[src/rtl/branch_resolve_unit.sv]
// Branch resolve unit: queues the prediction and the not-chosen path PC of each in-flight branch,
// checks it against the EX outcome, and drives predictor update, flush and redirect.
module branch_resolve_unit #(
    parameter int PC_W  = 32,
    parameter int DEPTH = 4
) (
    input  logic            clk,
    input  logic            rst,
    input  logic            stall,
    input  logic            fetch_branch,
    input  logic            fetch_pred,
    input  logic [PC_W-1:0] fetch_alt_pc,
    input  logic            ex_branch,
    input  logic            ex_taken,
    output logic            bpu_branch,
    output logic            bpu_miss,
    output logic            flush,
    output logic [PC_W-1:0] redirect_pc,
    output logic            stall_req,
    output logic            full,
    output logic            empty,
    output logic            err_underflow
);

    localparam int PTR_W = $clog2(DEPTH);
    localparam int CNT_W = PTR_W + 1;

    typedef enum logic {
        S_RUN,
        S_RECOVER
    } state_t;

    state_t           state;
    logic [PTR_W-1:0] wr_ptr;
    logic [PTR_W-1:0] rd_ptr;
    logic [CNT_W-1:0] count;

    logic             mem_pred [DEPTH];
    logic [PC_W-1:0]  mem_alt  [DEPTH];

    logic             active;
    logic             pop;
    logic             push;
    logic             miss;
    logic             push_eff;
    logic             underflow;
    logic             head_pred;
    logic [PC_W-1:0]  head_alt;

    assign full      = (count == CNT_W'(DEPTH));
    assign empty     = (count == '0);
    assign stall_req = fetch_branch & full;

    assign head_pred = mem_pred[rd_ptr];
    assign head_alt  = mem_alt[rd_ptr];

    // In RECOVER the incoming branches are wrong-path, so nothing is pushed or popped.
    assign active    = (state == S_RUN) & ~stall;
    assign pop       = active & ex_branch & ~empty;
    assign push      = active & fetch_branch & (~full | pop);
    assign miss      = pop & (head_pred ^ ex_taken);
    assign push_eff  = push & ~miss;
    assign underflow = active & ex_branch & empty;

    // NOTE: queue storage has no reset; pointers and count alone define which entries are valid.
    always_ff @(posedge clk) begin
        if (push_eff) begin
            mem_pred[wr_ptr] <= fetch_pred;
            mem_alt[wr_ptr]  <= fetch_alt_pc;
        end
    end

    // NOTE: all state uses non-blocking assignments so every update sees pre-edge values.
    always_ff @(posedge clk) begin
        if (rst) begin
            state         <= S_RUN;
            wr_ptr        <= '0;
            rd_ptr        <= '0;
            count         <= '0;
            bpu_branch    <= 1'b0;
            bpu_miss      <= 1'b0;
            flush         <= 1'b0;
            redirect_pc   <= '0;
            err_underflow <= 1'b0;
        end else begin
            bpu_branch <= pop;
            bpu_miss   <= miss;
            flush      <= miss;
            if (miss) begin
                redirect_pc <= head_alt;
            end
            if (underflow) begin
                err_underflow <= 1'b1;
            end

            if (miss) begin
                wr_ptr <= '0;
                rd_ptr <= '0;
                count  <= '0;
                state  <= S_RECOVER;
            end else begin
                if (push_eff) begin
                    wr_ptr <= wr_ptr + PTR_W'(1);
                end
                if (pop) begin
                    rd_ptr <= rd_ptr + PTR_W'(1);
                end
                count <= count + CNT_W'(push_eff) - CNT_W'(pop);
                if (state == S_RECOVER && !stall) begin
                    state <= S_RUN;
                end
            end
        end
    end

    a_count_bound : assert property (@(posedge clk) disable iff (rst) count <= CNT_W'(DEPTH));
    a_no_overflow : assert property (@(posedge clk) disable iff (rst) (push_eff & ~pop) |-> ~full);

endmodule

[config.mk]
export PLATFORM = sky130hd
export DESIGN_NAME = branch_resolve_unit
export DESIGN_NICKNAME = d
export VERILOG_FILES = /design/src/rtl/branch_resolve_unit.sv
export SDC_FILE = /design/constraint.sdc
export NUM_CORES = 1
export LEC_CHECK = 0
export ABC_AREA = 1
export CORE_MARGIN = 4
export CORE_UTILIZATION = 53
export DETAILED_ROUTE_END_ITERATION = 16
export DONT_BUFFER_PORTS = 1
export PLACE_DENSITY = 0.68
export REMOVE_ABC_BUFFERS = 1
export SETUP_SLACK_MARGIN = 0.05
export SKIP_CTS_REPAIR_TIMING = 1
export SLEW_MARGIN = 20
export SYNTH_ARGS = -nofsm -noshare
export SYNTH_HDL_FRONTEND = slang
export SYNTH_SLANG_ARGS = --single-unit
[constraint.sdc]
create_clock -name clk -period 4.22 [get_ports clk]
set_input_delay 1.266 -clock clk [delete_from_list [all_inputs] [get_ports clk]]
set_output_delay 1.266 -clock clk [all_outputs]
set_load 0.05 [all_outputs]
==> flow_summary.yaml, run 1 <==
drt:
  wl_met2_um: 6600
  dr.pass1.iters: 5
  wl_met3_um: 1230
  dr_total_vias: 3978
  wl_per_cell_um: 18.4
  drtAntennaViolNets: 0
  drt_wl_total_um: 13300
  highest_layer: "met4"
  m1WireLength_um: 5360
  drc: 0
  via_per_inst: 5.50
  first_iter_violations: 312
power_and_ir_drop:
  fin_total_pwr_uw: 4100
  vdd_drop_max_v: 0.000298
  p_leak_uw: 0.00264
  cellPowerDensity_nw_per_um2: 555
cells_and_area:
  fin_util_pct: 60.7
  nets: 588
  insertedDiodeCount: 0
  drive_gt1_share_pct: 8.83
  mostFrequentLayoutCells: "edfxtp_1, nor2_1, nand2_1"
  layoutNonFillerInstCount: 723
  area_growth_pct: 11.2
  final_common_cell: "edfxtp_1"
  nFillCells: 938
timing:
  rsz0062_at_grt: "false"
  fmax_ghz: 0.338
  fin_crit_ps: 2960
  finalClockSkew_ps: 8.73
  tns_ps: 0
  drv_slew: 0
  slew_headroom_pct: 35.2
  hold_violations: 0
  worst_pin_slew_ps: 969
  setup_viol: 0
  finalCritPeriodShare_pct: 70.1
critical_path:
  worstPathRequired_ps: 2950
  crit_slowest_cell: "buf_4"
  crit_path_max_fanout: 2
  critPathLaunchType: "primary input"
  critPathKind: "in2out"
  arrival_ps: 1690
  slowest_delay_ps: 230
  worstPathCellList: "inv_1 > nor3_1 > buf_4"
  critPathCaptureType: "output port"
cts:
  cts_tree: "done"
  clk_latency_ps: 420
  cts_buffers: 17
  cts.clk_slew.worst_paths_ps: 60
  cts_sinks: 177
  clk_path_buf_depth: 2
  cts-root-buf: "clkbuf_16"
  h-tree-depth: 4
grt:
  antenna_found_initial: 0
  grt_usage_pct: 19.1
  grt_max_degree: 66
  grt_overflow: 0
  grt_pass1_vias: 3927
  grt_first_pass_wirelength_um: 20800
yosys:
  synth_cells: 543
  synth.distinct_cells: 21
  ys_ff_latch: 177
  synthesis.area_um2: 6640
  ys_seq_area_share_pct: 73.3
  yosys_warnings: 0
  syn_area_per_cell_um2: 12.2
placed_design:
  place_inst: 691
  hpwl_um: 7190
  io_buffers: 0
  place.gp.congestion: 0.739
min_path:
  hold_path.class: "reg2reg"
floorplanning:
  design.die.area_um2: 14400
  row_count: 40
  coreArea_um2: 12200
  die_y_um: 120
  die_w_um: 120
  start_util_pct: 54.6
  io_pins: 78
status:
  status: "finished clean"
job:
  maxCapViolations: 0
## area by class of cell
type                       count  area [µm²]  area share, %
clock inverter                 5        27.5          0.373
clock buffer                  27         536           7.25
sequential                   177        4870           65.9
inverter                      21        78.8           1.07
tap                          168         210           2.85
timing repair buffer          11        82.6           1.12
multi-input combinational    314        1580           21.4
## flip-flops by register name (all words and copies together) (netlist names), named ones only
register / flops
wr_ptr: 2
redirect_pc: 32
mem_alt: 128
count: 3
rd_ptr: 2
flush: 1
err_underflow: 1
bpu_branch: 1
mem_pred: 4
state: 1
## cell usage after synthesis
| cell | number | area, µm² |
|---|---|---|
| a21oi_1 | 2 | 10.0 |
| buf_2 | 11 | 55.1 |
| nand2_1 | 83 | 312 |
| clkinv_1 | 1 | 3.75 |
| fa_1 | 1 | 20.0 |
| nor2_4 | 2 | 22.5 |
| xnor2_1 | 3 | 26.3 |
| edfxtp_1 | 132 | 3960 |
| buf_4 | 4 | 30.0 |
| nor2_1 | 112 | 420 |
| ha_1 | 6 | 75.1 |
| clkbuf_1 | 16 | 60.1 |
| dfxtp_1 | 45 | 901 |
| a31oi_1 | 1 | 6.26 |
| nor3_2 | 1 | 10.0 |
| o32ai_1 | 32 | 280 |
| o21ai_0 | 32 | 160 |
| nor3_1 | 2 | 10.0 |
| inv_1 | 20 | 75.1 |
| nand3_1 | 36 | 180 |
| nand3_4 | 1 | 17.5 |
## path summary, 6_finish.rpt
path                 from         to  slack, ps  cells past startpoint
max          fetch_branch  stall_req       1260                      3
min                 state      state        490                      2
max reg2reg      count[1]   count[2]       1610                     14
min reg2reg         state      state        490                      2
## metal layers
| layer | GRT usage [%] | vias to the layer above |
|---|---|---|
| met1 | 23.2 | 1917 |
| met3 | 7.40 | 12 |
| met4 | 6.23 | 0 |
| met2 | 31.5 | 148 |
| li1 | - | 1901 |
| met5 | 0 | - |
## where the power goes
group / internal (µW) / switching [µW] / leakage (µW)
Clock: 868 / 608 / 0.000277
Combinational: 150 / 327 / 0.000803
Sequential: 1980 / 165 / 0.00156
## logic make-up (layout without fill, tap and decap cells)
kind of cell / after synthesis / count (layout) / share of synthesized area, %
adders and majority gates: 7 / 7 / 1.43
xor gates and xnor gates: 3 / 3 / 0.396
AOI/OAI and AO/OA: 67 / 67 / 6.88
and+or+nand+nor: 237 / 237 / 14.6
DFF: 177 / 177 / 73.3
buffers and inverters: 52 / 64 / 3.37
## worst max-delay path, delay by kind of cell
kind	cells	cell delay [ps]
AND/OR/NAND/NOR	1	170
buffers and inverters	2	260
## through the flow
stage | hold slack [ps] | instance area (µm²) | setup slack [ps]
global placement | 453 | 6820 | 1000
CTS | 489 | 7380 | 1270
finish | 486 | 7380 | 1260
floorplan | 444 | 6490 | 419
global route | 519 | 7380 | 1160
detailed placement | 480 | 6820 | 981
No activity file was read; power rests on OpenSTA's default activity.
==> inputs of run 2 (changes only) <==
- PLACE_DENSITY: 0.68 -> 0.71
- clock period: 4.22 -> 2.5 ns (I/O delays scaled with it)
==> run 2 against run 1 <==
  * Worst setup slack got worse by 910 ps
  * Sequential power grew 67%
  * Core utilization increased by 1.6 points
  * Critical path depth is 10 higher
  * Die area unchanged
  * First-iteration DRC count down 7.1%
  * Global-route usage decreased by 0.14 points
  * Largest power group unchanged
  * Clock-buffer cell count down 7
  * Sequential cell count did not move
  * Sequential share of layout area fell by 1.7 points
  * Worst hold slack worse by 93 ps
  * Final cell count grew 1.4%
==> flow_summary.yaml, run 2 (synthesis results as in run 1) <==
status:
  status: "finished clean"
cells_and_area:
  final_common_cell: "edfxtp_1"
  insertedDiodeCount: 0
  nFillCells: 920
  area_growth_pct: 14.1
  seqCellArea_um2: 4870
  regMostFlops: "mem_alt"
  layoutNonFillerInstCount: 733
  largestRegisters: "mem_alt: 128 flops, redirect_pc: 32 flops, mem_pred: 4 flops"
  nets: 598
  multiInputGateArea_um2: 1580
  fin_util_pct: 62.3
  mostFrequentLayoutCells: "edfxtp_1, nor2_1, nand2_1"
  largest_reg_flops: 128
  drive_gt1_share_pct: 11.2
drt:
  first_iter_violations: 290
  wl_per_cell_um: 17.7
  drt_wl_total_um: 13000
  dr_total_vias: 4018
  wl_met3_um: 1240
  dr.pass1.iters: 4
  highest_layer: "met4"
  via_per_inst: 5.48
  drtAntennaViolNets: 0
  drc: 0
  wl_met2_um: 6220
  m1WireLength_um: 5360
grt:
  antenna_found_initial: 0
  grt_overflow: 0
  grt_max_degree: 66
  grt_usage_pct: 19.0
  grt_pass1_vias: 4057
  grt_first_pass_wirelength_um: 20800
cts:
  h-tree-depth: 4
  cts.clk_slew.worst_paths_ps: 70
  cts_tree: "done"
  cts_sinks: 177
  cts_buffers: 17
  cts-root-buf: "clkbuf_16"
  clk_path_buf_depth: 2
  clk_latency_ps: 420
critical_path:
  reg2reg_from: "count[1]"
  arrival_ps: 2450
  r2r.worst_path.cells: 13
  worstPathRequired_ps: 2800
  critPathLaunchType: "flip-flop"
  critPathCaptureType: "flip-flop"
  crit_path_max_fanout: 3
  rr_endpoint: "count[2]"
  critPathKind: "reg2reg"
  ff2ff_setup_slack_ps: 350
floorplanning:
  start_util_pct: 54.6
  row_count: 40
  design.die.area_um2: 14400
  die_w_um: 120
  die_y_um: 120
  coreArea_um2: 12200
  io_pins: 78
timing:
  setup_viol: 0
  fin_crit_ps: 2150
  finalCritPeriodShare_pct: 86.0
  slew_headroom_pct: 56.1
  fmax_ghz: 0.465
  finalClockSkew_ps: 11.9
  rsz0062_at_grt: "false"
  hold_violations: 0
  worst_pin_slew_ps: 658
  drv_slew: 0
  whs_ps: 393
min_path:
  min_to: "state"
  hold_path.class: "in2reg"
  min_from: "rst"
  worstHoldPathCells: 1
placed_design:
  io_buffers: 0
  hpwl_um: 7660
  place_inst: 701
  place.gp.congestion: 0.782
job:
  maxCapViolations: 0
power_and_ir_drop:
  cellPowerDensity_nw_per_um2: 960
  p_leak_uw: 0.00274
  vdd_drop_max_v: 0.000618
-- run 2: cell types whose count changed in the layout (fill, tap and decap cells not counted), moves of 2 or more --
cell and change:
bufinv_16 +4, clkbuf_1 -4, inv_6 +2, clkbuf_8 -2, buf_12 +3, buf_4 +7
-- run 2: worst max-delay path by stage --
stage / start / end / slack, ps / cells past startpoint
final: count[1] / count[2] / 350 / 13
after global routing: count[1] / count[2] / 170 / 13
after CTS: count[1] / count[2] / 340 / 13
after detailed placement: stall / count[2] / 80 / 11
after global placement: stall / count[2] / 160 / 10
after floorplan: count[2] / mem_alt[0][0] / -1050 / 5
-- run 2: report_power, final --
part,switching [µW],internal (µW),leakage [µW]
logic,571,281,0.000866
clock network,1060,1760,0.000312
registers,258,3340,0.00156
total,1890,5390,0.00274
-- run 2: critical path: stages (launching register included) --
cell     delay [ps]
dfxtp_1         380
inv_1           100
nand2_1          90
nor2_1           60
nand2_1          60
nand2_1          80
inv_1            80
nand2_1          80
ha_1            280
inv_1            40
ha_1            180
fa_1            370
xnor2_1         180
nor2_1           60
-- run 2: per-stage QoR --
stage               instance area (µm²)  TNS (ps)  setup slack, ps  power (µW)
global placement                   6930         0              156        4500
finish                             7580         0              351        7270
floorplan                          6490   -149330            -1050        4240
detailed placement                 6930         0             83.5        4530
global route                       7580         0              168        7580
CTS                                7580         0              335        7340
-- run 2: area by class of cell --
cell class | count | share of cell area, %
Clock inverter | 12 | 2.33
Multi-Input combinational cell | 314 | 20.9
Sequential cell | 177 | 64.2
Timing Repair Buffer | 21 | 2.58
Clock buffer | 20 | 6.18
Inverter | 21 | 1.04
Tap cell | 168 | 2.77
-- run 2: metal layers --
layer / vias to the layer above / track usage [%]
met5: - / 0
met1: 1938 / 24.5
li1: 1925 / -
met4: 0 / 6.80
met2: 142 / 29.2
met3: 13 / 7.45
==> inputs of run 3 (changes only) <==
- CAP_MARGIN: not set -> 15
- CTS_CLUSTER_SIZE: not set -> 16
- RECOVER_POWER: not set -> 100
==> run 3 against run 2 <==
  * Maximum frequency decreased by 5.2%
  * Non-clock buffer count did not move
  * Critical endpoint is now empty
  * Largest power group unchanged
  * Final cell count unchanged
  * Wire length grew 0.34%
  * Cell area shrank 0.76%
  * Clock skew barely moved
  * Via count up 0.37%
  * Combinational power decreased by 3.9%
  * Sequential cell count is the same
==> flow_summary.yaml, run 3 (synthesis results as in run 1) <==
grt:
  grt_first_pass_wirelength_um: 20800
  grt_usage_pct: 19.0
  grt_pass1_vias: 4057
  antenna_found_initial: 0
  grt_max_degree: 66
  grt_overflow: 0
cts:
  cts_sinks: 177
  h-tree-depth: 4
  clk_path_buf_depth: 2
  cts.clk_slew.worst_paths_ps: 60
  cts_tree: "done"
  cts_buffers: 17
  clk_latency_ps: 430
  cts-root-buf: "clkbuf_16"
power_and_ir_drop:
  p_leak_uw: 0.00272
  vdd_drop_max_v: 0.000619
  cellPowerDensity_nw_per_um2: 964
  fin_total_pwr_uw: 7250
floorplanning:
  die_w_um: 120
  io_pins: 78
  die_y_um: 120
  coreArea_um2: 12200
  design.die.area_um2: 14400
  start_util_pct: 54.6
  row_count: 40
critical_path:
  worstPathCellList: "nor3_1 > clkbuf_1"
  cp_top_family: "buffers and inverters"
  slowest_delay_ps: 520
  ff2ff_setup_slack_ps: 300
  arrival_ps: 1520
  worstPathRequired_ps: 1750
  critPathCaptureType: "output port"
  critPathLaunchType: "flip-flop"
  path_buf_inv: 1
  crit_slowest_cell: "clkbuf_1"
  crit_path_max_fanout: 3
  critPathKind: "reg2out"
cells_and_area:
  area_growth_pct: 13.2
  nFillCells: 932
  insertedDiodeCount: 0
  nets: 598
  largestRegisters: "mem_alt: 128 flops, redirect_pc: 32 flops, mem_pred: 4 flops"
  mostFrequentLayoutCells: "edfxtp_1, nor2_1, nand2_1"
  final_common_cell: "edfxtp_1"
  drive_gt1_share_pct: 10.3
  largest_reg_flops: 128
  regMostFlops: "mem_alt"
  final_area_um2: 7520
timing:
  tns_ps: 0
  drv_slew: 0
  fin_crit_ps: 2270
  finalCritPeriodShare_pct: 90.7
  hold_violations: 0
  slew_headroom_pct: 55.3
  worst_pin_slew_ps: 670
  fmax_ghz: 0.441
  finalClockSkew_ps: 11.6
  rsz0062_at_grt: "false"
  setup_viol: 0
drt:
  wl_per_cell_um: 17.8
  via_per_inst: 5.50
  drtAntennaViolNets: 0
  dr_total_vias: 4033
  dr.pass1.iters: 5
  drt_wl_total_um: 13000
  first_iter_violations: 294
  drc: 0
min_path:
  hold_path.class: "in2reg"
status:
  status: "finished clean"
job:
  maxCapViolations: 0
placed_design:
  io_buffers: 0
  placed_area_um2: 6930
  place.gp.congestion: 0.782
  hpwl_um: 7660
[run 3: power by group]
group | internal, µW | total [µW] | switching [µW]
combinational | 254 | 819 | 565
sequential | 3340 | 3600 | 256
clock | 1760 | 2830 | 1070
total | 5360 | 7250 | 1890
[run 3: path summary, 6_finish.rpt]
kind	start	to	depth (start not counted)
worst min-delay path	rst	state	1
worst max register to register	state	mem_alt[2][7]	8
worst max-delay path	count[2]	empty	2
worst min register to register	state	state	2
[run 3: metal layers]
| layer | track usage (%) | vias to the layer above | wire length, µm |
|---|---|---|---|
| li1 | - | 1922 | - |
| met1 | 24.5 | 1969 | 5650 |
| met2 | 29.2 | 122 | 6100 |
| met3 | 7.45 | 20 | 1060 |
| met4 | 6.80 | 0 | 211 |
| met5 | 0 | - | 0 |
[run 3: final cells by class]
class / instances / area, µm² / area share [%]
Sequential cell: 177 / 4870 / 64.7
Multi-Input combinational cell: 314 / 1560 / 20.8
Clock buffer: 20 / 468 / 6.22
Tap cell: 168 / 210 / 2.80
Clock inverter: 12 / 176 / 2.35
Timing Repair Buffer: 21 / 158 / 2.10
Inverter: 21 / 78.8 / 1.05
[run 3: stage by stage]
step	std cells	hold WS [ps]	setup WS [ps]	utilization (%)
floorplan	512	444	-1050	-
global placement	701	462	156	57.0
detailed placement	701	459	83.5	57.0
CTS	733	364	335	62.3
global route	733	367	113	61.8
finish	733	391	233	61.8
[run 3: worst reg2reg max path: stages (launching register included)]
cell      delay (ps)
dfxtp_1          320
nor2_1           140
nand2_1           70
nor2_1           350
nand3_4          110
nand2_1          100
clkbuf_1         430
nor2_4            50
clkbuf_4         320
